**config.mk**
```make
export PLATFORM = sky130hd
export DESIGN_NAME = tx_frame_scheduler
export DESIGN_NICKNAME = d
export VERILOG_FILES = /design/src/rtl/tx_frame_scheduler.sv
export SDC_FILE = /design/constraint.sdc
export NUM_CORES = 1
export LEC_CHECK = 0
export ABC_AREA = 1
export ABC_CLOCK_PERIOD_IN_PS = 2200
export BUFFER_PORTS_ARGS = -buffer_cell sky130_fd_sc_hd__buf_2
export CAP_MARGIN = 20
export CORE_UTILIZATION = 49
export DETAILED_ROUTE_END_ITERATION = 8
export PLACE_DENSITY = 0.77
export SYNTH_ARGS = -nofsm -noshare
export SYNTH_HDL_FRONTEND = slang
export SYNTH_SLANG_ARGS = --single-unit
```
**constraint.sdc**
```tcl
create_clock -name CLK -period 2.2 [get_ports CLK]
set_input_delay 0.55 -clock CLK [delete_from_list [all_inputs] [get_ports CLK]]
set_output_delay 0.55 -clock CLK [all_outputs]
set_load 0.05 [all_outputs]
```
**src/rtl/tx_frame_scheduler.sv**
```systemverilog
// tx_frame_scheduler: round-robin arbiter feeding 8-bit reg-file bytes or 16-bit ALU words
// (low byte first) to the UART TX one frame at a time, tracking tx_busy per frame.
module tx_frame_scheduler #(
    parameter int DATA_WIDTH    = 8,
    parameter int BUSY_WAIT_MAX = 15,
    parameter int CNT_WIDTH     = 4
) (
    input  logic                    CLK,
    input  logic                    rst,
    input  logic                    ch0_req,
    input  logic [DATA_WIDTH-1:0]   ch0_data,
    output logic                    ch0_ack,
    input  logic                    ch1_req,
    input  logic [2*DATA_WIDTH-1:0] ch1_data,
    output logic                    ch1_ack,
    input  logic                    tx_busy,
    output logic                    tx_data_valid,
    output logic [DATA_WIDTH-1:0]   tx_p_data,
    output logic                    sched_busy,
    output logic                    err_timeout
);
    typedef enum logic [1:0] {IDLE, SEND, WAIT_HI, WAIT_LO} state_t;
    state_t                  state;
    logic [2*DATA_WIDTH-1:0] data_buf;
    logic [1:0]              bytes_left;
    logic [CNT_WIDTH-1:0]    cnt;
    logic                    rr;
    logic                    grant1;
    // rr=1 means ch1 wins a contended grant
    assign grant1     = ch1_req && (!ch0_req || rr);
    assign sched_busy = state != IDLE;
    always_ff @(posedge CLK or negedge rst) begin
        if (!rst) begin
            state         <= IDLE;
            data_buf      <= '0;
            bytes_left    <= '0;
            cnt           <= '0;
            rr            <= 1'b0;
            ch0_ack       <= 1'b0;
            ch1_ack       <= 1'b0;
            tx_data_valid <= 1'b0;
            tx_p_data     <= '0;
            err_timeout   <= 1'b0;
        end else begin
            ch0_ack       <= 1'b0;
            ch1_ack       <= 1'b0;
            tx_data_valid <= 1'b0;
            err_timeout   <= 1'b0;
            case (state)
                IDLE: if (!tx_busy && (ch0_req || ch1_req)) begin
                    if (ch0_req && ch1_req) rr <= ~rr;
                    ch0_ack       <= !grant1;
                    ch1_ack       <= grant1;
                    data_buf      <= grant1 ? ch1_data : {{DATA_WIDTH{1'b0}}, ch0_data};
                    tx_p_data     <= grant1 ? ch1_data[DATA_WIDTH-1:0] : ch0_data;
                    bytes_left    <= grant1 ? 2'd2 : 2'd1;
                    tx_data_valid <= 1'b1;
                    state         <= SEND;
                end
                SEND: begin
                    cnt   <= '0;
                    state <= WAIT_HI;
                end
                WAIT_HI: if (tx_busy) begin
                    state <= WAIT_LO;
                end else begin
                    cnt <= cnt + CNT_WIDTH'(1);
                    if (cnt == CNT_WIDTH'(BUSY_WAIT_MAX - 1)) begin
                        err_timeout <= 1'b1;
                        bytes_left  <= '0;
                        state       <= IDLE;
                    end
                end
                WAIT_LO: if (!tx_busy) begin
                    bytes_left <= bytes_left - 2'd1;
                    if (bytes_left == 2'd2) begin
                        tx_p_data     <= data_buf[2*DATA_WIDTH-1:DATA_WIDTH];
                        tx_data_valid <= 1'b1;
                        state         <= SEND;
                    end else begin
                        state <= IDLE;
                    end
                end
                default: state <= IDLE;
            endcase
        end
    end
endmodule

```
==> results.md, run 1 <==
- All-layer global routing usage: 0.210
- Input/output buffers: 41
- Worst clock skew: 0.00698 ns
- CP Cell Sequence: inv_1, ha_1, inv_2, buf_2
- Final WL: 3170 um
- IO Count: 42
- Sequential share of the synthesized area: 0.476
- Remaining antenna violation count: 0
- Unrepaired setup endpoints after global routing: false
- Startpoint type of the worst setup path: register
- Final setup fails: 0
- Reg-to-Reg Start: state[0]
- Vias per Instance: 4.99
- Detailed Route Iter0 Violations: 76
- Mapped Nets: 236
- Placed Cells: 269
- Clk_lat worst skew: 0.32 ns
- GPL Wtd Cong: 0.783
- Final hold violations: 0
- Die W: 57.8 um
- Postcts setup bufs: 0
- Max incr delay on CP: 0.42 ns
- Yosys cell types: 22
- CTS buffer count: 5
- Clk slew on worst S/H paths: 0.10 ns
- Area of the multi-input gates: 723 um^2
- Dpl hpwl: 2300 um
- Asr flop ratio synth: 1.00
- Critical path buffers and inverters: 3
- Finished Layout Cells: 277
- WHS: 0.235 ns
- Clk root buf: clkbuf_4
- Synth warn: 0
- Die Ht: 57.8 um
- Critical path's slowest cell: dfrtp_1
- Initial antenna violation count: 0
- CP arrival: 1.40 ns
- First-pass GRT wire length: 5260 um
- Initial Util: 0.535
- Max-slew violation count: 0
- Largest net degree at the start of global routing: 30
- Synthesized area: 0.00153 mm^2
- CTS tree: done
- Clk sinks: 29
- Static leakage: 1.07 nW
- Die area: 0.00334 mm^2
- Number of H-tree levels: 2
- Reg2reg setup slack: 0.56 ns
- Layout area overhead: 18.3%
- Depth of the worst register-to-register path: 7
- Average wire per standard cell: 11.4 um
- Max clock buf depth: 2
- Final Cycle Share: 0.885
- Post-synth EDFFs: 0
- VDD IR max: 0.692 mV
- Max_cap viols: 0
- Pre-Repair DR Iteration Count: 6
- Crit path max fanout: 5
- Worst rel slew slack: 0.585
- Final min period: 1.95 ns
- WS Path Type: register to output pin
- Endpoint class of the critical path: output pin
- # rows: 19
- Worst-margin pin slew: 0.623 ns
- Primary FF master, synth: dfrtp_1
- Core ar.: 0.00285 mm^2
- Synthesized area per cell: 7.63 um^2
- Status: finished with violations
- Setup TNS: 0 ns
- Failing checks: DRC
- Grt ovf: 0
- FF/Latch Area: 726 um^2
- Worst Hold Class: input pin to async pin
- DR DRC count: 2
- Capturing point of the worst reg2reg path: bytes_left[0]
- Layout cells sized above 1: 0.248
- Highest Clock Rate: 513 MHz
- Via count: 1,382
- Cells after synthesis: 200
- Antenna cells: 0
- Fillers: 286
- Most frequent cells in the layout: 80 x nand2_1, 41 x buf_2, 29 x dfrtp_1
- Number of global-route vias before repair: 1,219
- Power per cell area: 1400 mW/mm^2
- Cts repair resizes: 0
- Hold-fix buffers at CTS: 0
- Nets: 281
- Delay-heaviest family, CP: buffers and inverters
- Most common cell after layout, fill and taps aside: nand2_1
- Req. time, crit path: 1.65 ns
- Seq cells post-synth: 29
-- power breakdown --
group	leakage (nW)	internal (mW)	total, mW	switching, mW
clock	0.0310	0.120	0.306	0.186
sequential	0.378	0.748	0.890	0.142
combinational	0.659	0.389	1.34	0.948
total	1.07	1.26	2.53	1.28
-- cell usage after synthesis (2+ instances only) --
cell	instances	area [um^2]
nor2_2	2	12.5
nor2_1	21	78.8
inv_2	5	18.8
nand4_1	3	18.8
o22ai_1	2	12.5
o21ai_0	3	15.0
nand2_2	3	18.8
nand3_1	23	115
o21ai_1	2	10.0
dfrtp_1	29	726
ha_1	7	87.6
nand2_1	80	300
inv_1	10	37.5
a21oi_1	2	10.0
-- stage by stage --
step	setup WS (ns)	util	power (mW)	cell area, um^2
after floorplan	0.653	-	1.94	1530
after CTS	0.242	0.632	2.53	1800
after global placement	0.602	0.613	2.20	1750
after detailed placement	0.600	0.613	2.23	1750
after global routing	0.140	0.632	2.76	1800
final	0.252	0.632	2.53	1800
-- registers in the layout (all words and copies together) (netlist names), 2 cells and up --
register	count
state	2
bytes_left	2
tx_p_data	8
data_buf	8
cnt	4
-- worst max-delay path by stage --
stage	slack (ns)	start	to	depth (start not counted)
floorplan	0.65	state[0]	tx_p_data[0]	9
global placement	0.60	state[0]	sched_busy	4
detailed placement	0.60	state[0]	bytes_left[0]	7
CTS	0.24	state[0]	sched_busy	4
global route	0.14	state[0]	sched_busy	4
finish	0.25	state[0]	sched_busy	4
-- cell type report --
type	count	area share
well taps	31	0.0215
flip-flops and latches	29	0.402
clock buffers	5	0.0208
multi-input cells	153	0.401
inverters	15	0.0312
clock inverters	3	0.00971
repair buffers	41	0.114
-- routing by layer --
layer / GRT usage / share of wire / vias up
li1: - / - / 724
met1: 0.294 / 0.50 / 618
met2: 0.321 / 0.43 / 36
met3: 0.0536 / 0.060 / 4
met4: 0.0714 / 0.0073 / 0
met5: 0 / 0 / -
-- kinds of logic (layout without fill, tap and decap cells) --
group                      Yosys count  in the layout  synth area share
and+or+nand+nor                    133            133             0.364
DFF                                 29             29             0.476
buffers and inverters               18             64            0.0500
AOI/OAI and AO/OA                   12             12            0.0468
adders and majority gates            7              7            0.0574
xor gates and xnor gates             1              1           0.00574
(Power assumes the default switching activity.)
==> inputs of run 2 (changes only) <==
--- a/config.mk
+++ b/config.mk
@@ -5,7 +5,6 @@
 export SDC_FILE = /design/constraint.sdc
 export NUM_CORES = 1
 export LEC_CHECK = 0
-export ABC_AREA = 1
 export ABC_CLOCK_PERIOD_IN_PS = 2200
 export BUFFER_PORTS_ARGS = -buffer_cell sky130_fd_sc_hd__buf_2
 export CAP_MARGIN = 20
==> run 2 against run 1 <==
  * Synthesized area rose by 2.5%
  * Non-clock buffer count rose by 5
  * Maximum frequency fell by 2.5%
  * First-iteration DRC count rose by 25%
  * Utilization fell by 1.2 points
  * The flow now finishes without violations
  * Critical endpoint unchanged
  * Total power rose by 5.9%
  * Clock-buffer cell count rose by 2
  * Setup slack got worse by 0.050 ns
==> results.md, run 2 <==
- Layout cells sized above 1: 0.279
- Post-synth EDFFs: 0
- All-layer global routing usage: 0.239
- Die area: 0.00342 mm^2
- Switch share: 0.461
- CP arrival: 1.45 ns
- Final Cycle Share: 0.908
- Unrepaired setup endpoints after global routing: false
- Worst rel slew slack: 0.424
- WS Path Type: register to output pin
- Postcts setup bufs: 0
- Comb power frac: 0.525
- Reg-to-Reg Start: state[0]
- Most numerous cell in the Yosys netlist: dfrtp_1
- Clk sinks: 29
- Cts repair resizes: 0
- Worst Hold Class: input pin to async pin
- Status: finished clean
- Most common cell after layout, fill and taps aside: buf_2
- Synthesized area: 0.00156 mm^2
- Sequential Power Share: 0.334
- Initial antenna violation count: 0
- Cell-internal power: 1.45 mW
- GPL Wtd Cong: 0.824
- Hold-fix buffers at CTS: 0
- Mapped Nets: 190
- Crit path max fanout: 6
- Die Ht: 58.5 um
- Setup crit start: state[0]
- Layout area overhead: 20.2%
- Static leakage: 0.904 nW
- Max_cap viols: 0
- Number of H-tree levels: 2
- Nets: 232
- Startpoint type of the worst setup path: register
- Req. time, crit path: 1.65 ns
- Capturing point of the worst reg2reg path: tx_p_data[6]
- Sequential share of the synthesized area: 0.464
- Clock network power share: 0.141
- Setup TNS: 0 ns
- Clk_lat worst skew: 0.34 ns
- Worst clock skew: 0.0145 ns
- Final setup fails: 0
- Largest regs: data_buf (8), tx_p_data (8), cnt (4)
- VDD IR max: 0.626 mV
- Max-slew violation count: 0
- Vias per Instance: 5.69
- Die W: 58.5 um
- Final WL: 3670 um
- Seq cells post-synth: 29
- Crit path to: sched_busy
- Endpoint class of the critical path: output pin
- Area contributors post-synth: dfrtp_1 46%, a22o_1 9.5%, ha_1 5.6%
- # rows: 20
- Power per cell area: 1430 mW/mm^2
- Clk root buf: clkbuf_4
- Yosys cell types: 32
- Synth warn: 0
- Sw power: 1.24 mW
- Dpl hpwl: 2550 um
- Area leader, netlist: dfrtp_1
- Synthesized area per cell: 10.1 um^2
- Reg2reg setup slack: 0.22 ns
- Via count: 1,372
- Core ar.: 0.00303 mm^2
- Asr flop ratio synth: 1.00
- Synth top cells by count: 29 x dfrtp_1, 17 x a22o_1, 14 x a21oi_1, 14 x inv_1
- CTS tree: done
- Largest net degree at the start of global routing: 30
- Detailed Route Iter0 Violations: 95
- Primary FF master, synth: dfrtp_1
- First-pass GRT wire length: 5900 um
- Pre-Repair DR Iteration Count: 4
- Power Total: 2.68 mW
- Max clock buf depth: 2
- Input/output buffers: 41
- Most frequent cells in the layout: 41 x buf_2, 29 x dfrtp_1, 17 x a22o_1
- Depth of the worst register-to-register path: 6
- IO Count: 42
- Antenna cells: 0
- Average wire per standard cell: 15.2 um
- Remaining antenna violation count: 0
- Share of the synthesized area in the top cell type: 0.464
- Highest Clock Rate: 501 MHz
- Clk slew on worst S/H paths: 0.11 ns
- CTS buffer count: 5
- Worst-margin pin slew: 0.862 ns
- DR DRC count: 0
- Number of global-route vias before repair: 1,319
- Initial Util: 0.516
- Cells after synthesis: 154
- Final hold violations: 0
- Final min period: 2.00 ns
- WHS: 0.215 ns
- Grt ovf: 0
-- run 2: layer usage --
metal / GRT usage / up-vias / wire length, um
met4: 0.153 / 0 / 59
met3: 0.0549 / 8 / 233
met1: 0.302 / 658 / 1580
li1: - / 645 / -
met2: 0.371 / 61 / 1800
met5: 0 / - / 0
-- run 2: how the worst min path moves through the flow --
stage                  start            end  cells past startpoint
4_1_cts                  rst             rr                      1
3_5_place_dp   bytes_left[0]  bytes_left[0]                      1
2_1_floorplan            rst  bytes_left[0]                      0
6_report                 rst             rr                      1
5_1_grt                  rst  tx_data_valid                      1
3_3_place_gp   bytes_left[0]  bytes_left[0]                      1
-- run 2: layout make-up --
cell class / count / area, um^2
fill: 257 / 1150
tap: 44 / 55.1
multi-input combinational: 100 / 732
inverter: 14 / 52.6
sequential: 29 / 726
clock buffer: 7 / 65.1
timing repair buffer: 46 / 243
clock inverter: 1 / 5.00
-- run 2: logic make-up after synthesis --
kind of cell               count (synthesis)  share of synthesized area
adders and majority gates                  7                     0.0560
and+or+nand+nor                           25                     0.0881
DFF                                       29                      0.464
xor gates and xnor gates                   3                     0.0168
AOI/OAI and AO/OA                         64                      0.301
muxes                                      1                    0.00641
buffers and inverters                     25                     0.0673
-- run 2: power groups by stage --
stage                     clock (mW)  combinational [mW]  sequential [mW]
after floorplan                    0               0.814             1.14
after global placement             0                1.33            0.891
after detailed placement           0                1.39            0.907
after CTS                      0.386                1.40            0.896
after global routing           0.408                1.53            0.921
final                          0.379                1.41            0.897
-- run 2: stage by stage --
| step | std cells | worst slack, ns | utilization | area (um^2) |
|---|---|---|---|---|
| floorplan | 154 | 0.421 | - | 1560 |
| global placement | 233 | 0.312 | 0.597 | 1810 |
| detailed placement | 233 | 0.260 | 0.597 | 1810 |
| CTS | 241 | 0.201 | 0.620 | 1880 |
| global route | 241 | 0.0264 | 0.620 | 1880 |
| finish | 241 | 0.203 | 0.620 | 1880 |
-- run 2: worst max-delay path, cell delays in order (launching register included) --
cell and delay, ns:
dfrtp_1 0.43, inv_1 0.08, ha_1 0.27, inv_1 0.08, buf_2 0.25
==> inputs of run 3 (changes only) <==
--- a/config.mk
+++ b/config.mk
@@ -8,8 +8,10 @@
 export ABC_CLOCK_PERIOD_IN_PS = 2200
 export BUFFER_PORTS_ARGS = -buffer_cell sky130_fd_sc_hd__buf_2
 export CAP_MARGIN = 20
+export CORE_ASPECT_RATIO = 1.4
 export CORE_UTILIZATION = 49
 export DETAILED_ROUTE_END_ITERATION = 8
+export GPL_TIMING_DRIVEN = 0
 export PLACE_DENSITY = 0.77
 export SYNTH_ARGS = -nofsm -noshare
 export SYNTH_HDL_FRONTEND = slang
==> run 3 against run 2 <==
  * Setup slack worse by 0.015 ns
  * Via count fell by 0.80%
  * Die area is essentially flat
  * Clock power grew 6.1%
  * Worst hold slack improved by 0.070 ns
  * Wire length fell by 0.19%
  * First-iteration DRC count shrank 48%
  * Combinational power about the same
  * Total power up 0.28%
  * Critical endpoint is now tx_p_data[1]
  * Largest cell class unchanged
==> results.md, run 3 (synthesized netlist as in run 2, its figures left out) <==
- Critical path's slowest cell: dfrtp_1
- Most common cell after layout, fill and taps aside: buf_2
- Final setup fails: 0
- Highest Clock Rate: 497 MHz
- Delay-heaviest family, CP: buffers and inverters
- Clk root buf: clkbuf_8
- Final Cycle Share: 0.915
- Status: finished clean
- Die area: 0.00342 mm^2
- GPL Wtd Cong: 0.821
- Grt ovf: 0
- Final min period: 2.01 ns
- Max incr delay on CP: 0.43 ns
- # rows: 23
- Setup crit start: state[1]
- Worst clock skew: 0.00925 ns
- Largest net degree at the start of global routing: 30
- Max-slew violation count: 0
- First-pass GRT wire length: 6260 um
- CTS tree: done
- Die W: 49.7 um
- CP arrival: 2.19 ns
- Final hold violations: 0
- CTS buffer count: 5
- Via count: 1,361
- WL met3: 157 um
- Worst-margin pin slew: 0.638 ns
- Cts repair resizes: 0
- Die Ht: 68.8 um
- Req. time, crit path: 2.38 ns
- Static leakage: 0.902 nW
- Number of H-tree levels: 2
- Reg-to-Reg Start: state[1]
- Number of global-route vias before repair: 1,391
- Clk slew on worst S/H paths: 0.06 ns
- Average wire per standard cell: 15.4 um
- All-layer global routing usage: 0.249
- Initial Util: 0.532
- IO Count: 42
- Uppermost layer routed: met4
- Clk_lat worst skew: 0.29 ns
- Pre-Repair DR Iteration Count: 4
- VDD IR max: 1.02 mV
- Startpoint type of the worst setup path: register
- Fillers: 277
- Worst Hold Class: input pin to async pin
- WHS: 0.285 ns
- Met1 WL: 1540 um
- WS Path Type: register to register
- Critical path buffers and inverters: 3
- Unrepaired setup endpoints after global routing: false
- Detailed Route Iter0 Violations: 49
- CP Cell Sequence: inv_1, ha_1, nor3b_1, or3_1, buf_2, buf_6, a21oi_1, a22o_1
- Hold-fix buffers at CTS: 0
- Max clock buf depth: 2
- Dpl hpwl: 2690 um
- Most frequent cells in the layout: 44 x buf_2, 29 x dfrtp_1, 17 x a22o_1
- Max_cap viols: 0
- Clk sinks: 29
- Largest regs: data_buf (8), tx_p_data (8), cnt (4)
- Met2 routed WL: 1900 um
- Final WL: 3670 um
- Remaining antenna violation count: 0
- Layout area overhead: 20.8%
- Antenna cells: 0
- Initial antenna violation count: 0
- Input/output buffers: 41
- Final instance area: 0.00189 mm^2
- Endpoint class of the critical path: register
- Nets: 238
- Power per cell area: 1430 mW/mm^2
- Setup TNS: 0 ns
- Layout cells sized above 1: 0.259
- Worst rel slew slack: 0.575
- DR DRC count: 0
- Crit path max fanout: 10
- Postcts setup bufs: 0
- Vias per Instance: 5.72
- DP Area: 0.00181 mm^2
- Core ar.: 0.00294 mm^2
## run 3: changes by cell type in the layout (fill, tap and decap cells not counted)
cell	delta
clkbuf_4	-5
clkbuf_8	+3
buf_2	+3
clkbuf_1	+7
buf_4	-5
buf_6	+1
## run 3: through the flow
stage	total power, mW	utilization	instances	worst slack [ns]
floorplan	1.95	-	154	0.421
global placement	2.24	0.618	232	0.273
detailed placement	2.29	0.618	232	0.214
CTS	2.70	0.643	238	0.201
global route	2.87	0.643	238	0.0943
finish	2.69	0.643	238	0.188
## run 3: path summary, 6_finish.rpt
path	endpoint	slack [ns]	depth (start not counted)
max	tx_p_data[1]	0.19	8
min	bytes_left[0]	0.28	1
max reg2reg	tx_p_data[1]	0.19	8
min reg2reg	bytes_left[0]	0.46	1
max in group asynchronous	data_buf[11]	1.50	1
min in group CLK	bytes_left[0]	0.46	1
## run 3: worst reg2reg max path: cells and delay by family (launching register included)
| family | cells | cell delay, ns |
|---|---|---|
| AOI/OAI and AO/OA | 2 | 0.26 |
| adders and majority gates | 1 | 0.27 |
| buffers and inverters | 3 | 0.48 |
| DFF | 1 | 0.43 |
| and+or+nand+nor | 2 | 0.48 |
## run 3: report_power, final
group | internal (mW) | total, mW | switching (mW)
registers | 0.751 | 0.890 | 0.139
logic | 0.516 | 1.40 | 0.884
clock network | 0.207 | 0.402 | 0.195
## run 3: final cells by class
cell class	instances	area [um^2]	area share
multi-input combinational	100	732	0.388
sequential	29	726	0.384
timing repair buffer	41	205	0.109
clock buffer	5	68.8	0.0364
buffer	11	52.6	0.0278
inverter	14	52.6	0.0278
tap	37	46.3	0.0245
clock inverter	1	5.00	0.00265
## run 3: metal layers
metal / global-route usage / vias up
met5: 0 / -
met2: 0.438 / 41
met4: 0.132 / 0
met3: 0.0570 / 9
li1: - / 654
met1: 0.283 / 657
